**src/rtl/dmem_arbiter_pkg.sv**
```systemverilog
// Shared definitions for the data-memory arbiter: FSM states, grant IDs and
// default address/data widths.
package dmem_arbiter_pkg;

    localparam int AW_DEF = 64;
    localparam int DW_DEF = 64;

    localparam logic GNT_CPU = 1'b0;
    localparam logic GNT_LD  = 1'b1;

    typedef enum logic [1:0] {
        ST_IDLE  = 2'd0,
        ST_ISSUE = 2'd1,
        ST_RESP  = 2'd2
    } state_t;

endpackage

```
**src/rtl/dmem_arbiter_rr_arb2.sv**
```systemverilog
// Two-way round-robin winner selector; req[0] is the CPU, req[1] the loader.
module rr_arb2
    import dmem_arbiter_pkg::*;
(
    input  logic [1:0] req,
    input  logic       last_grant,
    output logic       winner
);

    always_comb begin
        if (req == 2'b11) begin
            winner = ~last_grant;
        end else if (req[1]) begin
            winner = GNT_LD;
        end else begin
            winner = GNT_CPU;
        end
    end

endmodule

```
**src/rtl/dmem_arbiter.sv**
```systemverilog
// Shares one single-ported data memory between the CPU and a loader/debug port.
// Each access takes IDLE -> ISSUE -> RESP; the owner gets a one-cycle done pulse.
module dmem_arbiter
    import dmem_arbiter_pkg::*;
#(
    parameter int AW = AW_DEF,
    parameter int DW = DW_DEF
) (
    input  logic          clk,
    input  logic          reset,

    input  logic          cpu_req,
    input  logic          cpu_we,
    input  logic [AW-1:0] cpu_addr,
    input  logic [DW-1:0] cpu_wdata,
    output logic          cpu_done,
    output logic [DW-1:0] cpu_rdata,
    output logic          cpu_stall,

    input  logic          ld_req,
    input  logic          ld_we,
    input  logic [AW-1:0] ld_addr,
    input  logic [DW-1:0] ld_wdata,
    output logic          ld_done,
    output logic [DW-1:0] ld_rdata,

    output logic          mem_en,
    output logic          mem_we,
    output logic [AW-1:0] mem_addr,
    output logic [DW-1:0] mem_wdata,
    input  logic [DW-1:0] mem_rdata
);

    state_t        state_q, state_d;
    logic          last_grant_q, last_grant_d;
    logic          owner_q, owner_d;
    logic          we_q, we_d;
    logic [AW-1:0] addr_q, addr_d;
    logic [DW-1:0] wdata_q, wdata_d;
    logic          mem_en_q, mem_en_d;
    logic          mem_we_q, mem_we_d;
    logic          cpu_done_q, cpu_done_d;
    logic          ld_done_q, ld_done_d;
    logic          winner;

    rr_arb2 u_rr_arb2 (
        .req        ({ld_req, cpu_req}),
        .last_grant (last_grant_q),
        .winner     (winner)
    );

    always_comb begin
        state_d      = state_q;
        last_grant_d = last_grant_q;
        owner_d      = owner_q;
        we_d         = we_q;
        addr_d       = addr_q;
        wdata_d      = wdata_q;
        mem_en_d     = 1'b0;
        mem_we_d     = 1'b0;
        cpu_done_d   = 1'b0;
        ld_done_d    = 1'b0;

        case (state_q)
            ST_IDLE: begin
                if (cpu_req || ld_req) begin
                    owner_d      = winner;
                    last_grant_d = winner;
                    we_d         = (winner == GNT_LD) ? ld_we    : cpu_we;
                    addr_d       = (winner == GNT_LD) ? ld_addr  : cpu_addr;
                    wdata_d      = (winner == GNT_LD) ? ld_wdata : cpu_wdata;
                    mem_en_d     = 1'b1;
                    mem_we_d     = we_d;
                    state_d      = ST_ISSUE;
                end
            end
            ST_ISSUE: begin
                cpu_done_d = (owner_q == GNT_CPU);
                ld_done_d  = (owner_q == GNT_LD);
                state_d    = ST_RESP;
            end
            ST_RESP: begin
                state_d = ST_IDLE;
            end
            default: begin
                state_d = ST_IDLE;
            end
        endcase
    end

    always_ff @(posedge clk) begin
        if (reset) begin
            state_q      <= ST_IDLE;
            last_grant_q <= GNT_LD;
            owner_q      <= GNT_CPU;
            we_q         <= 1'b0;
            addr_q       <= '0;
            wdata_q      <= '0;
            mem_en_q     <= 1'b0;
            mem_we_q     <= 1'b0;
            cpu_done_q   <= 1'b0;
            ld_done_q    <= 1'b0;
        end else begin
            state_q      <= state_d;
            last_grant_q <= last_grant_d;
            owner_q      <= owner_d;
            we_q         <= we_d;
            addr_q       <= addr_d;
            wdata_q      <= wdata_d;
            mem_en_q     <= mem_en_d;
            mem_we_q     <= mem_we_d;
            cpu_done_q   <= cpu_done_d;
            ld_done_q    <= ld_done_d;
        end
    end

    // Reset gates the write strobe immediately so an aborted store never lands.
    assign mem_we    = mem_we_q & ~reset;
    assign mem_en    = mem_en_q;
    assign mem_addr  = addr_q;
    assign mem_wdata = wdata_q;

    assign cpu_done  = cpu_done_q;
    assign ld_done   = ld_done_q;
    assign cpu_rdata = (cpu_done_q && !we_q) ? mem_rdata : '0;
    assign ld_rdata  = (ld_done_q && !we_q) ? mem_rdata : '0;
    assign cpu_stall = cpu_req & ~cpu_done_q;

endmodule

```
**config.mk**
```make
export PLATFORM = sky130hd
export DESIGN_NAME = dmem_arbiter
export DESIGN_NICKNAME = d
export VERILOG_FILES = /design/src/rtl/dmem_arbiter_pkg.sv /design/src/rtl/dmem_arbiter_rr_arb2.sv /design/src/rtl/dmem_arbiter.sv
export SDC_FILE = /design/constraint.sdc
export NUM_CORES = 1
export LEC_CHECK = 0
export BUFFER_PORTS_ARGS = -buffer_cell sky130_fd_sc_hd__buf_2
export CAP_MARGIN = 25
export CORE_AREA = 2 2 232 234
export DETAILED_ROUTE_END_ITERATION = 8
export DIE_AREA = 0 0 234 236
export HOLD_SLACK_MARGIN = 0.12
export PLACE_DENSITY = 0.34
export SLEW_MARGIN = 20
export SYNTH_ARGS = -nofsm -noshare
export SYNTH_HDL_FRONTEND = slang
export SYNTH_SLANG_ARGS = --single-unit
```
**constraint.sdc**
```tcl
create_clock -name clk -period 1.8 [get_ports clk]
set_clock_uncertainty 0.1 [all_clocks]
set_input_delay 0.27 -clock clk [delete_from_list [all_inputs] [get_ports clk]]
set_output_delay 0.27 -clock clk [all_outputs]
set_load 0.05 [all_outputs]
```
==> results by group, run 1 <==
Global route
  – Vias in the first global route: 10373
  – Tot GR Track Use: 0.160
  – Global-route wire length before repair: 65200 um
  – Initial antenna violation count: 18
  – Largest net degree at the start of global routing: 85
  – Total congestion overflow: 0

Clocking
  – H-tree depth: 4
  – Max clock buf depth: 2
  – Worst-path clk slew: 0.06 ns
  – Clk root buf: clkbuf_16
  – Inserted Clock Buffers: 17
  – CTS tree: done
  – Clk Latency, worst-skew pair: 0.48 ns
  – # clock sinks: 137

STA
  – RSZ-0062 raised after global routing: true
  – Slew Limit Fails: 0
  – Slew of the pin with the lowest slew margin: 0.698 ns
  – Final hold vios: 0
  – FMAX: 495 MHz
  – Fin crit share: 1.12
  – Slew headroom: 0.533
  – Endpoints failing setup: 128
  – Setup TNS: -24.38 ns
  – Min setup slack post-route: -0.222 ns
  – Tmin final: 2.02 ns

Logic synthesis
  – Synth Instances: 902
  – Yosys warnings: 0
  – Main synth FF type: dfxtp_1
  – Count of cell types in the netlist: 23
  – Syn Std Cell Area: 7620 um^2
  – Mean Syn Cell Area: 8.45 um^2
  – Async S/R FF share, synth: 0
  – Post-synth EDFFs: 0
  – Register area share after synthesis: 0.360
  – Synthesis-stage register bit count: 137
  – Syn_nets: 1228

Drt
  – Pre-antenna DRT Iters: 6
  – DR vias: 10297
  – Detailed-route DRC error count: 0
  – Vias/cell: 4.18
  – Routed wire length per instance: 19.7 um
  – DRT iter0 DRCs: 333
  – Post-route ant nets: 0
  – Final WL: 48600 um

Placed design
  – GP Congestion: 0.871
  – I/O Buffers: 586
  – Dpl hpwl: 33500 um
  – Place WS: 0.0926 ns

Finish
  – Area delta synth->final: 119%
  – Final Net Count: 2071
  – Fraction of layout cells with a size suffix above 1: 0.536
  – Commonest cells after routing, fill and taps aside: buf_2 (457), dlygate4sd3_1 (260), nand2_1 (259)
  – Most common cell after layout, fill and taps aside: buf_2
  – Number of fill cells: 5539

Outcome
  – Status: finished with violations
  – Failing checks: negative setup slack

Worst setup path
  – Setup CP Type: reg -> out
  – Max incr delay on CP: 0.39 ns
  – Critical Path Start Type: register
  – Critical-path cell list: nor2b_4 -> buf_12 -> buf_12 -> and2_2 -> buf_8
  – Critical path's slowest cell: dfxtp_4
  – CP Capture Type: output port
  – Buf/Inv on CP: 3
  – CP Max Fanout: 16
  – Worst EP required: 1.43 ns
  – Top delay family on crit path: buffers and inverters
  – Cell mode on critical path: buf_12
  – CP Data Arrival Time: 1.65 ns

Worst hold path
  – Hold WC Path Type: in -> reg

Die
  – Die height: 236 um
  – Core footprint: 53100 um^2
  – Row count: 85
  – Io pins: 587
  – Die X: 234 um
  – DIE AREA: 55200 um^2
  – Initial Util: 0.144

Power
  – Lkg Pwr: 7.49 nW
  – Power Dens Cells: 731 nW/um^2
  – Maximum vdd drop: 495 uV

Run
  – Total of max-cap violations: 0
==> what timing repair did <==
item                                   in CTS  in global routing
endpoints found under the hold margin     131                  0
setup endpoints to repair                 128                130
hold buffers                              260                  0
pin swaps                                   0                 66
gates resized for setup                   232                212
cloned                                      0                 12
buffers inserted                            0                  4
==> worst reg2reg max path, stage by stage (launching register included) <==
cell      delay [ns]
dfxtp_1         0.35
nor2_4          0.17
buf_12          0.41
a21oi_1         0.20
a311oi_2        0.28
==> Yosys cell counts, types with 2 or more instances <==
library cell	count	area (um^2)
nor2_1	2	7.51
buf_6	12	135
dfxtp_1	137	2740
a311oi_2	110	1650
a21oi_1	130	651
nand2_1	259	972
a21bo_2	2	20.0
clkbuf_1	65	244
a311oi_1	18	158
nor2b_1	6	37.5
and2_1	129	807
buf_4	2	15.0
buf_1	3	11.3
buf_2	18	90.1
==> metrics by stage <==
stage / total power [mW] / util / instances / cell area (um^2) / hold WS [ns]
floorplan: 6.43 / - / 902 / 7770 / 0.289
global placement: 7.90 / 0.224 / 2146 / 11900 / 0.346
detailed placement: 7.90 / 0.224 / 2146 / 11900 / 0.353
CTS: 12.3 / 0.298 / 2436 / 15800 / 0.128
global route: 12.8 / 0.315 / 2464 / 16700 / 0.127
finish: 12.2 / 0.315 / 2465 / 16700 / 0.145
==> cell type report <==
class	count	area [um^2]	share of cell area
Antenna cell	13	32.5	0.00195
Timing Repair Buffer	924	7810	0.467
Multi-Input combinational cell	665	4680	0.280
Tap cell	696	871	0.0521
Sequential cell	137	2750	0.165
Clock buffer	21	450	0.0269
Clock inverter	9	125	0.00748
==> worst paths after layout <==
kind                                 endpoint  slack [ns]  depth (start not counted)        from
worst max-delay path            cpu_rdata[35]       -0.22                          5        we_q
worst min-delay path             mem_addr[22]        0.15                          3       reset
worst max register to register  mem_wdata[56]        0.20                          4  state_q[0]
worst min register to register       cpu_done        0.35                          1     owner_q
==> metal layers <==
layer / routed length [um] / track usage
met1: 17600 / 0.167
met2: 26000 / 0.288
met3: 3040 / 0.0432
met4: 1960 / 0.0821
met5: 0 / 0
==> state kept, by name, indices dropped and copies added (netlist names) <==
register      cells
mem_we_q          1
ld_done           1
we_q              1
mem_wdata        64
cpu_done          1
last_grant_q      1
mem_addr         64
owner_q           1
mem_en            1
state_q           2
==> power breakdown <==
group	switching, mW	internal (mW)	total, mW
Sequential	0.196	3.39	3.59
Clock	1.52	2.18	3.70
Combinational	3.07	1.86	4.93
Total	4.79	7.43	12.2
==> logic make-up (layout without fill, tap and decap cells) <==
kind of cell           Yosys count  in the layout  share of synthesized area
other                            0             13                          0
multiplexers                     1              1                    0.00131
buffers and inverters          100            954                     0.0650
flip-flops                     137            137                      0.360
AND/OR/NAND/NOR                401            401                      0.244
AO/OA/AOI/OAI                  263            263                      0.329
Note: power is estimated with default switching activity, not from simulation.
==> inputs of run 2 (changes only) <==
Settings changed: CELL_PAD_IN_SITES_DETAIL_PLACEMENT from default to 1, CELL_PAD_IN_SITES_GLOBAL_PLACEMENT from default to 2, CORE_AREA 2 2 232 234 to 2 2 230 232, DIE_AREA 0 0 234 236 to 0 0 232 234, PLACE_DENSITY 0.34 to default, PLACE_DENSITY_LB_ADDON from default to 0.1.
==> run 2 against run 1 <==
Compared with the run above: the run still ends with negative setup slack left; largest cell class unchanged; critical path type unchanged; sequential cell count is the same; non-clock buffer count fell by 28; total power rose by 2.8%; core utilization is 0.14 points higher; highest routed layer is now met5; clock-buffer cell count is 2 lower; clock power is 12% higher; first-iteration DRC count fell by 17%.
==> results by group, run 2 (synthesized netlist as in run 1, its figures left out) <==
Worst setup path
  – Critical Path Start Type: register
  – Setup crit end: ld_rdata[45]
  – FF-to-FF End: last_grant_q
  – CP Data Arrival Time: 1.62 ns (-0.03 ns)
  – Worst reg-to-reg setup slack: 0.14 ns (-0.06 ns)
  – R2r worst-path depth: 4 (unchanged)
  – Setup CP Type: reg -> out
  – R2r startpoint: state_q[1]
  – Worst EP required: 1.43 ns (about the same)
  – CP Max Fanout: 11 (-5)
  – CP Capture Type: output port
  – Critical Path Source: we_q

STA
  – Min setup slack post-route: -0.186 ns (+0.0356 ns)
  – Endpoints failing setup: 128 (unchanged)
  – Final hold vios: 0 (unchanged)
  – FMAX: 503 MHz (+1.8%)
  – Fin crit share: 1.10 (-0.0198)
  – Tmin final: 1.99 ns (-0.0356 ns)
  – Slew Limit Fails: 0 (unchanged)
  – Slew headroom: 0.597 (+0.0641)
  – Worst hold slack: 0.159 ns (+0.0134 ns)
  – Setup TNS: -18.49 ns (+5.89 ns)
  – RSZ-0062 raised after global routing: true
  – Slew of the pin with the lowest slew margin: 0.605 ns (-0.0939 ns)

Power
  – Lkg Pwr: 7.36 nW (-1.7%)
  – Power Dens Cells: 763 nW/um^2 (+4.4%)
  – Maximum vdd drop: 534 uV (+7.8%)
  – Final Power: 12.6 mW (+2.8%)

Finish
  – Final Net Count: 2043 (-1.4%)
  – Commonest cells after routing, fill and taps aside: buf_2 (457), nand2_1 (259), dlygate4sd3_1 (259)
  – Most common cell after layout, fill and taps aside: buf_2
  – Fraction of layout cells with a size suffix above 1: 0.528 (-0.00755)
  – Post-Layout Inst Area: 16500 um^2 (-1.5%)
  – Area delta synth->final: 116%
  – Number of fill cells: 6088 (+9.9%)
  – Number of non-filler instances in the completed layout: 2427 (-1.5%)
  – Final design utilization: 0.316 (+0.00140)

Clocking
  – Max clock buf depth: 2 (unchanged)
  – H-tree depth: 4 (unchanged)
  – CTS tree: done
  – # clock sinks: 137 (unchanged)
  – Inserted Clock Buffers: 17 (unchanged)
  – Clk root buf: clkbuf_16
  – Worst-path clk slew: 0.07 ns (about the same)
  – Clk Latency, worst-skew pair: 0.45 ns (-0.03 ns)

Die
  – Initial Util: 0.146 (+0.00288)
  – Die X: 232 um (-0.85%)
  – Die height: 234 um (-0.85%)
  – Core footprint: 52000 um^2 (-2.0%)
  – Row count: 84 (-1.2%)
  – Io pins: 587 (unchanged)
  – DIE AREA: 54300 um^2 (-1.7%)

Drt
  – DRT iter0 DRCs: 275 (-17%)
  – Detailed-route DRC error count: 0 (unchanged)
  – DR vias: 10109 (-1.8%)
  – Pre-antenna DRT Iters: 5 (-1)
  – Routed wire length per instance: 20.6 um (+4.7%)
  – Vias/cell: 4.17 (-0.29%)
  – Final WL: 50000 um (+3.1%)
  – Post-route ant nets: 0 (unchanged)

Placed design
  – Dpl hpwl: 35700 um (+6.8%)
  – # placed instances: 2110 (-1.7%)
  – GP Congestion: 0.765 (-12%)
  – Area post-placement: 11600 um^2 (-2.5%)
  – Place WS: 0.00455 ns (-0.0881 ns)
  – I/O Buffers: 586 (unchanged)

Worst hold path
  – Hold WC Path Type: in -> reg

Global route
  – Tot GR Track Use: 0.177 (+0.0171)
  – Largest net degree at the start of global routing: 93 (+9.4%)
  – Global-route wire length before repair: 71000 um (+8.9%)
  – Total congestion overflow: 0 (unchanged)
  – Vias in the first global route: 10768 (+3.8%)
  – Initial antenna violation count: 20 (+2)

Outcome
  – Status: finished with violations
  – Failing checks: negative setup slack

Run
  – Total of max-cap violations: 0 (unchanged)
-- run 2: worst max-delay path: stages (launching register included) --
cell and delay [ns]:
dfxtp_4 0.37, nor2b_4 0.13, buf_12 0.17, clkbuf_16 0.18
and2_2 0.15, buf_6 0.15
-- run 2: where the power goes --
group	internal [mW]	switching, mW
logic	1.78	3.07
registers	3.39	0.188
clock network	2.59	1.54
total	7.76	4.80
-- run 2: cell type report --
class,instances,area [um^2],share of cell area
antenna,9,22.5,0.00137
clock buffer,19,433,0.0263
clock inverter,13,225,0.0137
multi-input combinational,665,4650,0.283
sequential,137,2750,0.167
tap,688,861,0.0523
timing repair buffer,896,7510,0.457
-- run 2: how the worst min path moves through the flow --
stage / from / endpoint / slack, ns / depth (start not counted)
CTS: reset / mem_addr[58] / 0.13 / 3
floorplan: owner_q / cpu_done / 0.29 / 1
global route: reset / mem_addr[48] / 0.16 / 3
finish: reset / mem_addr[58] / 0.16 / 3
detailed placement: owner_q / cpu_done / 0.32 / 1
global placement: owner_q / cpu_done / 0.31 / 1
-- run 2: timing repair --
item	in CTS	in global routing
setup buffers	2	7
cloned	5	3
setup endpoints to repair	128	142
resized for setup	317	111
endpoints found under the hold margin	135	0
pin swaps	3	38
hold buffers	259	0
-- run 2: per-layer routing --
| layer | wire length [um] | vias up | global-route usage |
|---|---|---|---|
| met5 | 32 | - | 0 |
| met4 | 1490 | 6 | 0.0711 |
| met3 | 3130 | 65 | 0.0485 |
| met2 | 26500 | 364 | 0.328 |
| met1 | 18900 | 4864 | 0.188 |
| li1 | - | 4810 | - |
